==> config.mk <==
export PLATFORM = sky130hd
export DESIGN_NAME = hazard_fwd_ctrl
export DESIGN_NICKNAME = d
export VERILOG_FILES = /design/src/rtl/hazard_pkg.sv /design/src/rtl/hazard_fwd_ctrl_md_busy.sv /design/src/rtl/hazard_fwd_ctrl.sv
export SDC_FILE = /design/constraint.sdc
export NUM_CORES = 1
export LEC_CHECK = 0
export ABC_CLOCK_PERIOD_IN_PS = 5700
export CAP_MARGIN = 10
export CORE_UTILIZATION = 42
export DETAILED_ROUTE_END_ITERATION = 8
export PLACE_DENSITY = 0.69
export SLEW_MARGIN = 15
export SYNTH_ARGS = -nofsm -noshare
export SYNTH_HDL_FRONTEND = slang
export SYNTH_SLANG_ARGS = --single-unit
==> constraint.sdc <==
create_clock -name clk -period 5.7 [get_ports clk]
set_input_delay 0.57 -clock clk [delete_from_list [all_inputs] [get_ports clk]]
set_output_delay 0.57 -clock clk [all_outputs]
set_load 0.005 [all_outputs]
==> src/rtl/hazard_pkg.sv <==
// Shared types, constants and helpers for the pipeline hazard/forwarding controller.
// Pure definitions, no logic or state.
package hazard_pkg;

  localparam int TW = 2;
  localparam int RW = 5;

  localparam int MULT_CYCLES_DEF = 5;
  localparam int DIV_CYCLES_DEF  = 10;

  localparam logic [1:0] FWD_DEF = 2'b00;
  localparam logic [1:0] FWD_B   = 2'b01;
  localparam logic [1:0] FWD_C   = 2'b10;

  typedef struct packed {
    logic [RW-1:0] a3;
    logic [TW-1:0] tnew;
  } stage_t;

  typedef struct packed {
    logic [RW-1:0] rs;
    logic [RW-1:0] rt;
    stage_t        dst;
  } e_stage_t;

  // $0 is hardwired to zero, so it can never be a producer.
  function automatic logic reg_hit(input logic [RW-1:0] a3, input logic [RW-1:0] r);
    return (r != '0) && (a3 == r);
  endfunction

  function automatic logic [TW-1:0] tnew_dec(input logic [TW-1:0] t);
    return (t == '0) ? '0 : t - TW'(1);
  endfunction

  // Youngest producer wins; a producer not yet ready leaves the regfile path selected.
  function automatic logic [1:0] d_sel(input stage_t e, input stage_t m, input logic [RW-1:0] r);
    if (reg_hit(e.a3, r)) return (e.tnew == '0) ? FWD_C : FWD_DEF;
    if (reg_hit(m.a3, r)) return (m.tnew == '0) ? FWD_B : FWD_DEF;
    return FWD_DEF;
  endfunction

  function automatic logic [1:0] e_sel(input stage_t m, input stage_t w, input logic [RW-1:0] r);
    if (reg_hit(m.a3, r) && (m.tnew == '0)) return FWD_B;
    if (reg_hit(w.a3, r)) return FWD_C;
    return FWD_DEF;
  endfunction

endpackage

==> src/rtl/hazard_fwd_ctrl_md_busy.sv <==
// HI/LO unit occupancy counter: busy is combinational from md_start, then counts down.
// A start arriving while the counter is nonzero is ignored.
module md_busy_counter
  import hazard_pkg::*;
#(
  parameter int MULT_CYCLES = MULT_CYCLES_DEF,
  parameter int DIV_CYCLES  = DIV_CYCLES_DEF
) (
  input  logic clk_i,
  input  logic rst_ni,
  input  logic md_start_i,
  input  logic md_is_div_i,
  output logic md_busy_o
);

  localparam int MAXC = (MULT_CYCLES > DIV_CYCLES) ? MULT_CYCLES : DIV_CYCLES;
  localparam int CW   = $clog2(MAXC + 1);

  logic [CW-1:0] cnt_q, cnt_d;

  always_comb begin
    cnt_d = cnt_q;
    if (cnt_q != '0) begin
      cnt_d = cnt_q - CW'(1);
    end else if (md_start_i) begin
      cnt_d = md_is_div_i ? CW'(DIV_CYCLES) : CW'(MULT_CYCLES);
    end
  end

  always_ff @(posedge clk_i or negedge rst_ni) begin
    if (!rst_ni) begin
      cnt_q <= '0;
    end else begin
      cnt_q <= cnt_d;
    end
  end

  assign md_busy_o = md_start_i | (cnt_q != '0);

endmodule

==> src/rtl/hazard_fwd_ctrl.sv <==
// Hazard/forwarding controller: zero-latency stall and mux selects from E/M/W records.
// Stall freezes D and bubbles E; HI/LO busy stall only with HAZARD_MULTDIV_STALL_EN.
module hazard_fwd_ctrl
  import hazard_pkg::*;
#(
  parameter int MULT_CYCLES = MULT_CYCLES_DEF,
  parameter int DIV_CYCLES  = DIV_CYCLES_DEF
) (
  input  logic          clk,
  input  logic          reset_n,
  input  logic          d_valid,
  input  logic [RW-1:0] d_rs,
  input  logic [RW-1:0] d_rt,
  input  logic          d_use_rs,
  input  logic          d_use_rt,
  input  logic [TW-1:0] d_tuse_rs,
  input  logic [TW-1:0] d_tuse_rt,
  input  logic [RW-1:0] d_a3,
  input  logic [TW-1:0] d_tnew,
  input  logic          d_is_md,
  input  logic          md_start,
  input  logic          md_is_div,
  output logic          stall,
  output logic [1:0]    fwd_d_rs,
  output logic [1:0]    fwd_d_rt,
  output logic [1:0]    fwd_e_rs,
  output logic [1:0]    fwd_e_rt,
  output logic          md_busy
);

  e_stage_t e_q, e_d;
  stage_t   m_q, m_d;
  stage_t   w_q, w_d;

  logic haz_rs, haz_rt, md_stall;

`ifdef HAZARD_MULTDIV_STALL_EN
  md_busy_counter #(
    .MULT_CYCLES (MULT_CYCLES),
    .DIV_CYCLES  (DIV_CYCLES)
  ) u_md_busy (
    .clk_i       (clk),
    .rst_ni      (reset_n),
    .md_start_i  (md_start),
    .md_is_div_i (md_is_div),
    .md_busy_o   (md_busy)
  );
  assign md_stall = d_is_md & md_busy;
`else
  logic unused_md;
  assign unused_md = ^{d_is_md, md_start, md_is_div, MULT_CYCLES[0], DIV_CYCLES[0]};
  assign md_busy   = 1'b0;
  assign md_stall  = 1'b0;
`endif

  // W tnew is tracked for completeness; writeback forwarding ignores it.
  logic unused_w;
  assign unused_w = ^w_q.tnew;

  always_comb begin
    haz_rs = d_use_rs &&
             ((reg_hit(e_q.dst.a3, d_rs) && (e_q.dst.tnew > d_tuse_rs)) ||
              (reg_hit(m_q.a3, d_rs)     && (m_q.tnew > d_tuse_rs)));
    haz_rt = d_use_rt &&
             ((reg_hit(e_q.dst.a3, d_rt) && (e_q.dst.tnew > d_tuse_rt)) ||
              (reg_hit(m_q.a3, d_rt)     && (m_q.tnew > d_tuse_rt)));
    stall  = d_valid && (haz_rs || haz_rt || md_stall);
  end

  always_comb begin
    fwd_d_rs = d_sel(e_q.dst, m_q, d_rs);
    fwd_d_rt = d_sel(e_q.dst, m_q, d_rt);
    fwd_e_rs = e_sel(m_q, w_q, e_q.rs);
    fwd_e_rt = e_sel(m_q, w_q, e_q.rt);
  end

  always_comb begin
    e_d = '0;
    if (d_valid && !stall) begin
      e_d.rs       = d_rs;
      e_d.rt       = d_rt;
      e_d.dst.a3   = d_a3;
      e_d.dst.tnew = d_tnew;
    end
    m_d.a3   = e_q.dst.a3;
    m_d.tnew = tnew_dec(e_q.dst.tnew);
    w_d.a3   = m_q.a3;
    w_d.tnew = tnew_dec(m_q.tnew);
  end

  always_ff @(posedge clk or negedge reset_n) begin
    if (!reset_n) begin
      e_q <= '0;
      m_q <= '0;
      w_q <= '0;
    end else begin
      e_q <= e_d;
      m_q <= m_d;
      w_q <= w_d;
    end
  end

endmodule

# [Word level (Yosys, flattened, before mapping)]
# Cells that the tools add are included.
[word_totals] word_cells=80 output_inout_bits=10 inputBits=29 regBits=29
[op_classes] n_reduce_logical=28 muxes=32 n_lt_le_gt_ge=4 n_addsub=1 n_eq_ne=8
[ops] operator="== test 5 bit" n=8
[ops] operator="2-to-1 mux 2 bit" n=18
[ops] operator="nonzero test 5 bit" n=4
[ops] operator="logical AND 1 bit" n=18
[ops] operator="2-to-1 mux 17 bit" n=1
[ops] operator="2-to-1 mux 1 bit" n=13
[ops] operator="greater-than comparator 2 bit" n=4
[ops] operator="logical NOT 2 bit" n=2
[ops] operator="logical OR 1 bit" n=3
[ops] operator="subtractor 2 x 1 -> 2 bit (second input constant)" n=1
[ops] operator="logical NOT 1 bit" n=1

# [Longest topological paths before layout]
# Gate-level depths: netlist (run 1).
[depth] word_depth=10 mapped_depth=7 depth_no_buf=6

# [Least setup slack after synthesis (run 1)]
# OpenSTA, ideal clock, no wires.
[synth_path] kind="input-to-output" startpoint="in d_rt[1]" endpoint="out stall" t_arrival_ps=1886 n_path_buf=1 t_required_ps=5130 cell_stages=5 path_slack_ps=3244 path_cell_list="or4_4 o211ai_4 buf_6 nor3_2 o41a_1"
[synth_via] elab_chain_cells=7 word_cells_on_any_way=11 cone_classes="eq/ne: 2; reduce/logical: 9"
[synth_lines] item="from (decl)" line_no="hazard_fwd_ctrl.sv:13" rtl="input logic [RW-1:0] d_rt,"
[synth_lines] item="== test 5 bit or nonzero test 5 bit (tied branches)" line_no="hazard_pkg.sv:28" rtl="return (r != '0) && (a3 == r);"
[synth_lines] item="logical AND 1 bit" line_no="hazard_pkg.sv:28"
[synth_lines] item="logical AND 1 bit (on tied branches)" line_no="hazard_fwd_ctrl.sv:65, hazard_fwd_ctrl.sv:66"
[synth_lines] item="logical OR 1 bit (*)" line_no="hazard_fwd_ctrl.sv:65" rtl="((reg_hit(e_q.dst.a3, d_rt) && (e_q.dst.tnew > d_tuse_rt)) ||"
[synth_lines] item="logical AND 1 bit (*)" line_no="hazard_fwd_ctrl.sv:64" rtl="haz_rt = d_use_rt &&"
[synth_lines] item="logical OR 1 bit (*)" line_no="hazard_fwd_ctrl.sv:67" rtl="stall = d_valid && (haz_rs || haz_rt || md_stall);"
[synth_lines] item="logical AND 1 bit (*)" line_no="hazard_fwd_ctrl.sv:67"
[synth_lines] item="to (decl)" line_no="hazard_fwd_ctrl.sv:23" rtl="output logic stall,"
# Every way passes the cells marked *; elsewhere a longest branch is shown, timed or not.

# [Worst setup path in the final report (run 1)]
# Ends and elaborated chain as after synthesis.

==> impl_metrics.toml, run 1 <==
[run_status]
status = "complete, no violations"

[sta]
setup_viol = 0
rsz0062_at_grt = "false"
clock-skew-final_ns = 0.00503
hold_viol_final = 0
layout_min_cycle_time_ns = 3.68
tightest_slew_ns = 0.717
fmax_ghz = 0.271
finalSetupTns_ns = 0
slew_headroom_pct = 52.1
slew_viol_final = 0
period_share_pct = 64.6

[drt]
first_pass_iters = 4
drc = 0
dr_total_vias = 1574
top_layer = "met4"
postRouteAntennaNets = 0
drtIter0Drc = 79
wire_per_inst_um = 16.3
wl_met1_um = 2080
vias_per_cell = 5.87
route.met3.wl_um = 175
wl_um = 4380
dr_wl_met2_um = 2090

[clocking]
cts_tree = "yes"
clock-sinks = 29
cts.reportedPaths.clkPinSlew_ns = 0.06
cts_resized = 0
clockRootBuffer = "clkbuf_8"
cts_setup_buffers = 0
hold_buffers = 0
worstSkewPairLatency_ns = 0.28
htreeDepth = 2
cts_inserted_buffers = 5
cts_buffer_depth = 2

[logic_synthesis]
yosys_warnings = 0
syn_avg_cell_area_um2 = 11.1
synth.area.top_cells = "dfrtp_1 (37%), xnor2_1 (16%), nor4_2 (7.0%)"
synth_fp_nets = 215
synth_edf_count = 0
yosysTopAreaCellShare_pct = 36.9
ys_seq_elements = 29
ys_types = 32
synth_largest_area_cell = "dfrtp_1"
async_flop_share_pct = 100
synthesis.area_um2 = 1970
syn_inst = 178
synthFlopType = "dfrtp_1"
ys_seq_area_share_pct = 36.9

[pwr]
power_leakage_nw = 0.925
p_per_area_nw_per_um2 = 209
power.total_uw = 510
ir_drop_mv = 0.115

[grt]
grt_pass1_wl_um = 7390
grt_usage_pct = 19.3
grt_max_degree = 30
antenna_found_initial = 0
grt_overflow = 0
grt_pass1_vias = 1565

[finish]
final_nets = 252
antenna_cells = 0
design_area_um2 = 2440
fillers = 387
seqCellArea_um2 = 726
area_delta_synth_final_pct = 24.0
drive_above_1_share_pct = 15.7
multi_input_area_um2 = 1160

[worst_setup_path]
critPathMaxStageDelay_ns = 0.60
worstSetupPathType = "in2out"
start_kind = "input pin"
crit_top_cell = "clkdlybuf4s50_1"
cp_max_fo = 18
crit_chain = "clkdlybuf4s50_1 > or4_4 > o211ai_2 > nor4_4 > buf_4 > o41a_1 > clkdlybuf4s50_1"
endpoint_kind = "output port"
critPathArrivalTime_ns = 3.11
r2r_slack_ns = 3.49
critPathRequiredTime_ns = 5.13
slowest_stage = "or4_4"

[floorplanning]
die_x_um = 70.5
io_pins = 39
rows = 24
die_h_um = 70.5
dieArea_um2 = 4960
start_util_pct = 44.6
core-area_um2 = 4410

[placement]
io_buffers = 34
place_area_um2 = 2350
dp_hpwl_um = 3090
globalplace.congestion = 0.812

[hold_path]
hp-class = "reg2reg"

[job]
maxCapViolations = 0
==> per-stage QoR <==
step | instances | setup WS (ns) | util, % | hold WS [ns]
4_1_cts | 268 | 2.01 | 55.3 | 0.462
5_1_grt | 268 | 1.92 | 55.3 | 0.470
6_report | 268 | 2.02 | 55.3 | 0.454
3_5_place_dp | 260 | 2.02 | 53.3 | 0.443
2_1_floorplan | 178 | 3.24 | - | 0.274
3_3_place_gp | 260 | 2.01 | 53.3 | 0.433
==> power breakdown <==
group / leakage (nW) / switching [mW] / internal [mW]
combinational: 0.506 / 0.0570 / 0.0585
clock: 0.0439 / 0.0773 / 0.0839
sequential: 0.375 / 0.0164 / 0.217
total: 0.925 / 0.151 / 0.360
==> registers in the layout, summed over array words and instances (netlist names) <==
signal	count
m_q	7
w_q	5
e_q	17
==> layout make-up <==
cell class	instances	area share (%)
well taps	52	2.67
multi-input cells	134	47.7
flip-flops and latches	29	29.7
clock inverters	3	0.718
inverters	6	0.923
clock buffers	5	2.82
repair buffers	39	15.5
==> cells in the mapped netlist (2+ instances only) <==
| cell | n |
|---|---|
| o311ai_0 | 13 |
| or4_4 | 2 |
| buf_4 | 5 |
| o311ai_1 | 4 |
| nor2b_1 | 3 |
| xnor2_1 | 35 |
| nand4_1 | 2 |
| nand2_1 | 8 |
| nor2_1 | 5 |
| nor4_2 | 11 |
| or4_1 | 3 |
| o211ai_2 | 3 |
| nor4_1 | 14 |
| dfrtp_1 | 29 |
| inv_1 | 6 |
| ha_1 | 8 |
| xor2_1 | 5 |
| buf_6 | 2 |
| a21oi_1 | 2 |
| nand3_1 | 5 |
| o211ai_1 | 2 |
==> placed cells by master (no fill, tap or decap), drive strengths merged, types with 6 or more instances in the layout <==
master / instances
nor4: 26
ha: 8
o211ai: 6
clkdlybuf4s50: 34
inv: 6
o311ai: 17
nand2: 8
xnor2: 35
dfrtp: 29
==> worst paths after layout <==
path                                  start                to  cells after the start
max                                 d_rt[1]             stall                      7
min reg2reg                e_q[6]$_DFF_PN0_  m_q[6]$_DFF_PN0_                      0
max in group asynchronous           reset_n  w_q[4]$_DFF_PN0_                      2
min                        e_q[6]$_DFF_PN0_  m_q[6]$_DFF_PN0_                      0
min in group asynchronous           reset_n  w_q[3]$_DFF_PN0_                      2
max reg2reg                m_q[6]$_DFF_PN0_  e_q[6]$_DFF_PN0_                      4
==> worst max-delay path, delay by kind of cell <==
kind / cells / cell delay [ns]
buffers and inverters: 3 / 1.16
AO/OA/AOI/OAI: 2 / 0.69
AND/OR/NAND/NOR: 2 / 0.68
==> kinds of logic after synthesis <==
kind of cell	count (synthesis)	share of synthesized area, %
simple gates	59	22.8
xor+xnor	40	17.8
flops	29	36.9
compound gates	26	12.4
buf+inv	15	4.89
fa+ha+maj	8	5.09
other cells	1	0.191
==> per-layer routing <==
layer  vias up  GRT usage (%)
li1        757              -
met1       773           26.2
met2        40           31.2
met3         4           3.17
met4         0           6.22
met5         -              0
No activity file was read; power rests on OpenSTA's default activity.
==> run 2: changes to the inputs <==
--- a/config.mk
+++ b/config.mk
@@ -5,11 +5,11 @@
 export SDC_FILE = /design/constraint.sdc
 export NUM_CORES = 1
 export LEC_CHECK = 0
-export ABC_CLOCK_PERIOD_IN_PS = 5700
+export ABC_CLOCK_PERIOD_IN_PS = 3150
 export CAP_MARGIN = 10
 export CORE_UTILIZATION = 42
 export DETAILED_ROUTE_END_ITERATION = 8
-export PLACE_DENSITY = 0.69
+export PLACE_DENSITY = 0.72
 export SLEW_MARGIN = 15
 export SYNTH_ARGS = -nofsm -noshare
 export SYNTH_HDL_FRONTEND = slang
==> constraint.sdc (replaced) <==
create_clock -name clk -period 3.15 [get_ports clk]
set_input_delay 0.315 -clock clk [delete_from_list [all_inputs] [get_ports clk]]
set_output_delay 0.315 -clock clk [all_outputs]
set_load 0.005 [all_outputs]
==> impl_metrics.toml, run 2 (synthesis results as in run 1) <==
[finish]
reg_top3 = "e_q x17, m_q x7, w_q x5"
final_nets = 260
regMostFlops = "e_q"
area_delta_synth_final_pct = 28.6
drive_above_1_share_pct = 18.3
layout_commonest_cell = "xnor2_1"
layout_common_cells = "xnor2_1 (35), clkdlybuf4s50_1 (34), dfrtp_1 (29)"
antenna_cells = 0
largest_reg_flops = 17
layout.cells.non_filler = 276
design_area_um2 = 2530
post-route-util_pct = 57.3
fillers = 381

[grt]
grt_usage_pct = 20.3
grt_pass1_wl_um = 7710
grt_overflow = 0
grt_pass1_vias = 1565
grt_max_degree = 30
antenna_found_initial = 0

[job]
maxCapViolations = 0

[clocking]
worstSkewPairLatency_ns = 0.28
cts.reportedPaths.clkPinSlew_ns = 0.06
cts_resized = 0
htreeDepth = 2
clock-sinks = 29
cts_buffer_depth = 2
hold_buffers = 0
cts_tree = "yes"
cts_inserted_buffers = 5
clockRootBuffer = "clkbuf_8"
cts_setup_buffers = 0

[worst_setup_path]
worstSetupPathType = "in2out"
critPathRequiredTime_ns = 2.83
start_kind = "input pin"
endpoint_kind = "output port"
cp_max_fo = 3
critPathArrivalTime_ns = 2.64
r2r_slack_ns = 1.22

[placement]
dpl.cell_count = 268
place_area_um2 = 2410
io_buffers = 34
dp_hpwl_um = 3390
pre_cts_ws_ns = 0.155
globalplace.congestion = 0.840

[floorplanning]
io_pins = 39
start_util_pct = 44.6
dieArea_um2 = 4960
rows = 24
die_h_um = 70.5
core-area_um2 = 4410
die_x_um = 70.5

[sta]
slew_headroom_pct = 61.6
tightest_slew_ns = 0.570
slew_viol_final = 0
hold_ws_ns = 0.426
finalSetupTns_ns = 0
timing.final.ws_setup_ns = 0.197
fmax_ghz = 0.339
setup_viol = 0
period_share_pct = 93.7
rsz0062_at_grt = "false"
hold_viol_final = 0
clock-skew-final_ns = 0.00421
layout_min_cycle_time_ns = 2.95

[pwr]
power.total_mw = 1.03
p_per_area_nw_per_um2 = 406
ir_drop_mv = 0.197
power_leakage_nw = 0.977

[drt]
dr_total_vias = 1543
drtIter0Drc = 50
postRouteAntennaNets = 0
first_pass_iters = 6
vias_per_cell = 5.59
wl_um = 4460
wire_per_inst_um = 16.2
drc = 0

[hold_path]
hp-class = "in2async"

[run_status]
status = "complete, no violations"
run 2: cell types whose count changed in the layout (fill, tap and decap cells not counted):
cell,previous run,this run
clkbuf_1,0,1
bufinv_16,0,1
clkbuf_8,5,6
buf_4,5,13
clkinvlp_4,1,0
clkinv_2,2,0
run 2: per-layer routing:
layer / wire (µm) / up-vias / GRT usage [%]
met3: 172 / 5 / 4.91
met1: 2080 / 740 / 27.4
met4: 49 / 0 / 5.33
li1: - / 764 / -
met2: 2160 / 34 / 32.3
met5: 0 / - / 0
run 2: worst paths after layout:
| kind | startpoint | end | depth (start not counted) |
|---|---|---|---|
| worst max-delay path | d_rt[1] | fwd_d_rt[0] | 6 |
| worst max register to register | m_q[4]$_DFF_PN0_ | e_q[6]$_DFF_PN0_ | 5 |
| min in group clk | e_q[6]$_DFF_PN0_ | m_q[6]$_DFF_PN0_ | 0 |
| worst min-delay path | reset_n | w_q[2]$_DFF_PN0_ | 2 |
| worst min register to register | e_q[6]$_DFF_PN0_ | m_q[6]$_DFF_PN0_ | 0 |
| max in group asynchronous | reset_n | m_q[3]$_DFF_PN0_ | 2 |
run 2: worst max-delay path: stages:
cell,delay [ns]
clkdlybuf4s50_1,0.44
or4_4,0.58
o211ai_2,0.26
nor2_1,0.07
nor4_1,0.39
clkdlybuf4s50_1,0.57
run 2: where the power goes:
group          switching (mW)  total [mW]  internal [mW]
logic                   0.105       0.219          0.114
registers              0.0296       0.423          0.393
clock network           0.129       0.387          0.257
run 2: cell type report:
class | count | area [µm²] | area share, %
Sequential cell | 29 | 726 | 28.7
Timing Repair Buffer | 47 | 438 | 17.3
Multi-Input combinational cell | 134 | 1160 | 46.0
Tap cell | 52 | 65.1 | 2.57
Clock buffer | 7 | 86.3 | 3.41
Clock inverter | 1 | 30.0 | 1.19
Inverter | 6 | 22.5 | 0.890
==> run 3: changes to the inputs <==
--- a/config.mk
+++ b/config.mk
@@ -6,8 +6,10 @@
 export NUM_CORES = 1
 export LEC_CHECK = 0
 export ABC_CLOCK_PERIOD_IN_PS = 3150
-export CAP_MARGIN = 10
+export CAP_MARGIN = 40
 export CORE_UTILIZATION = 42
+export CTS_CLUSTER_DIAMETER = 60
+export CTS_CLUSTER_SIZE = 10
 export DETAILED_ROUTE_END_ITERATION = 8
 export PLACE_DENSITY = 0.72
 export SLEW_MARGIN = 15
==> results of run 3 <==
Final layout, timing and power as in run 2 (identical DEF).
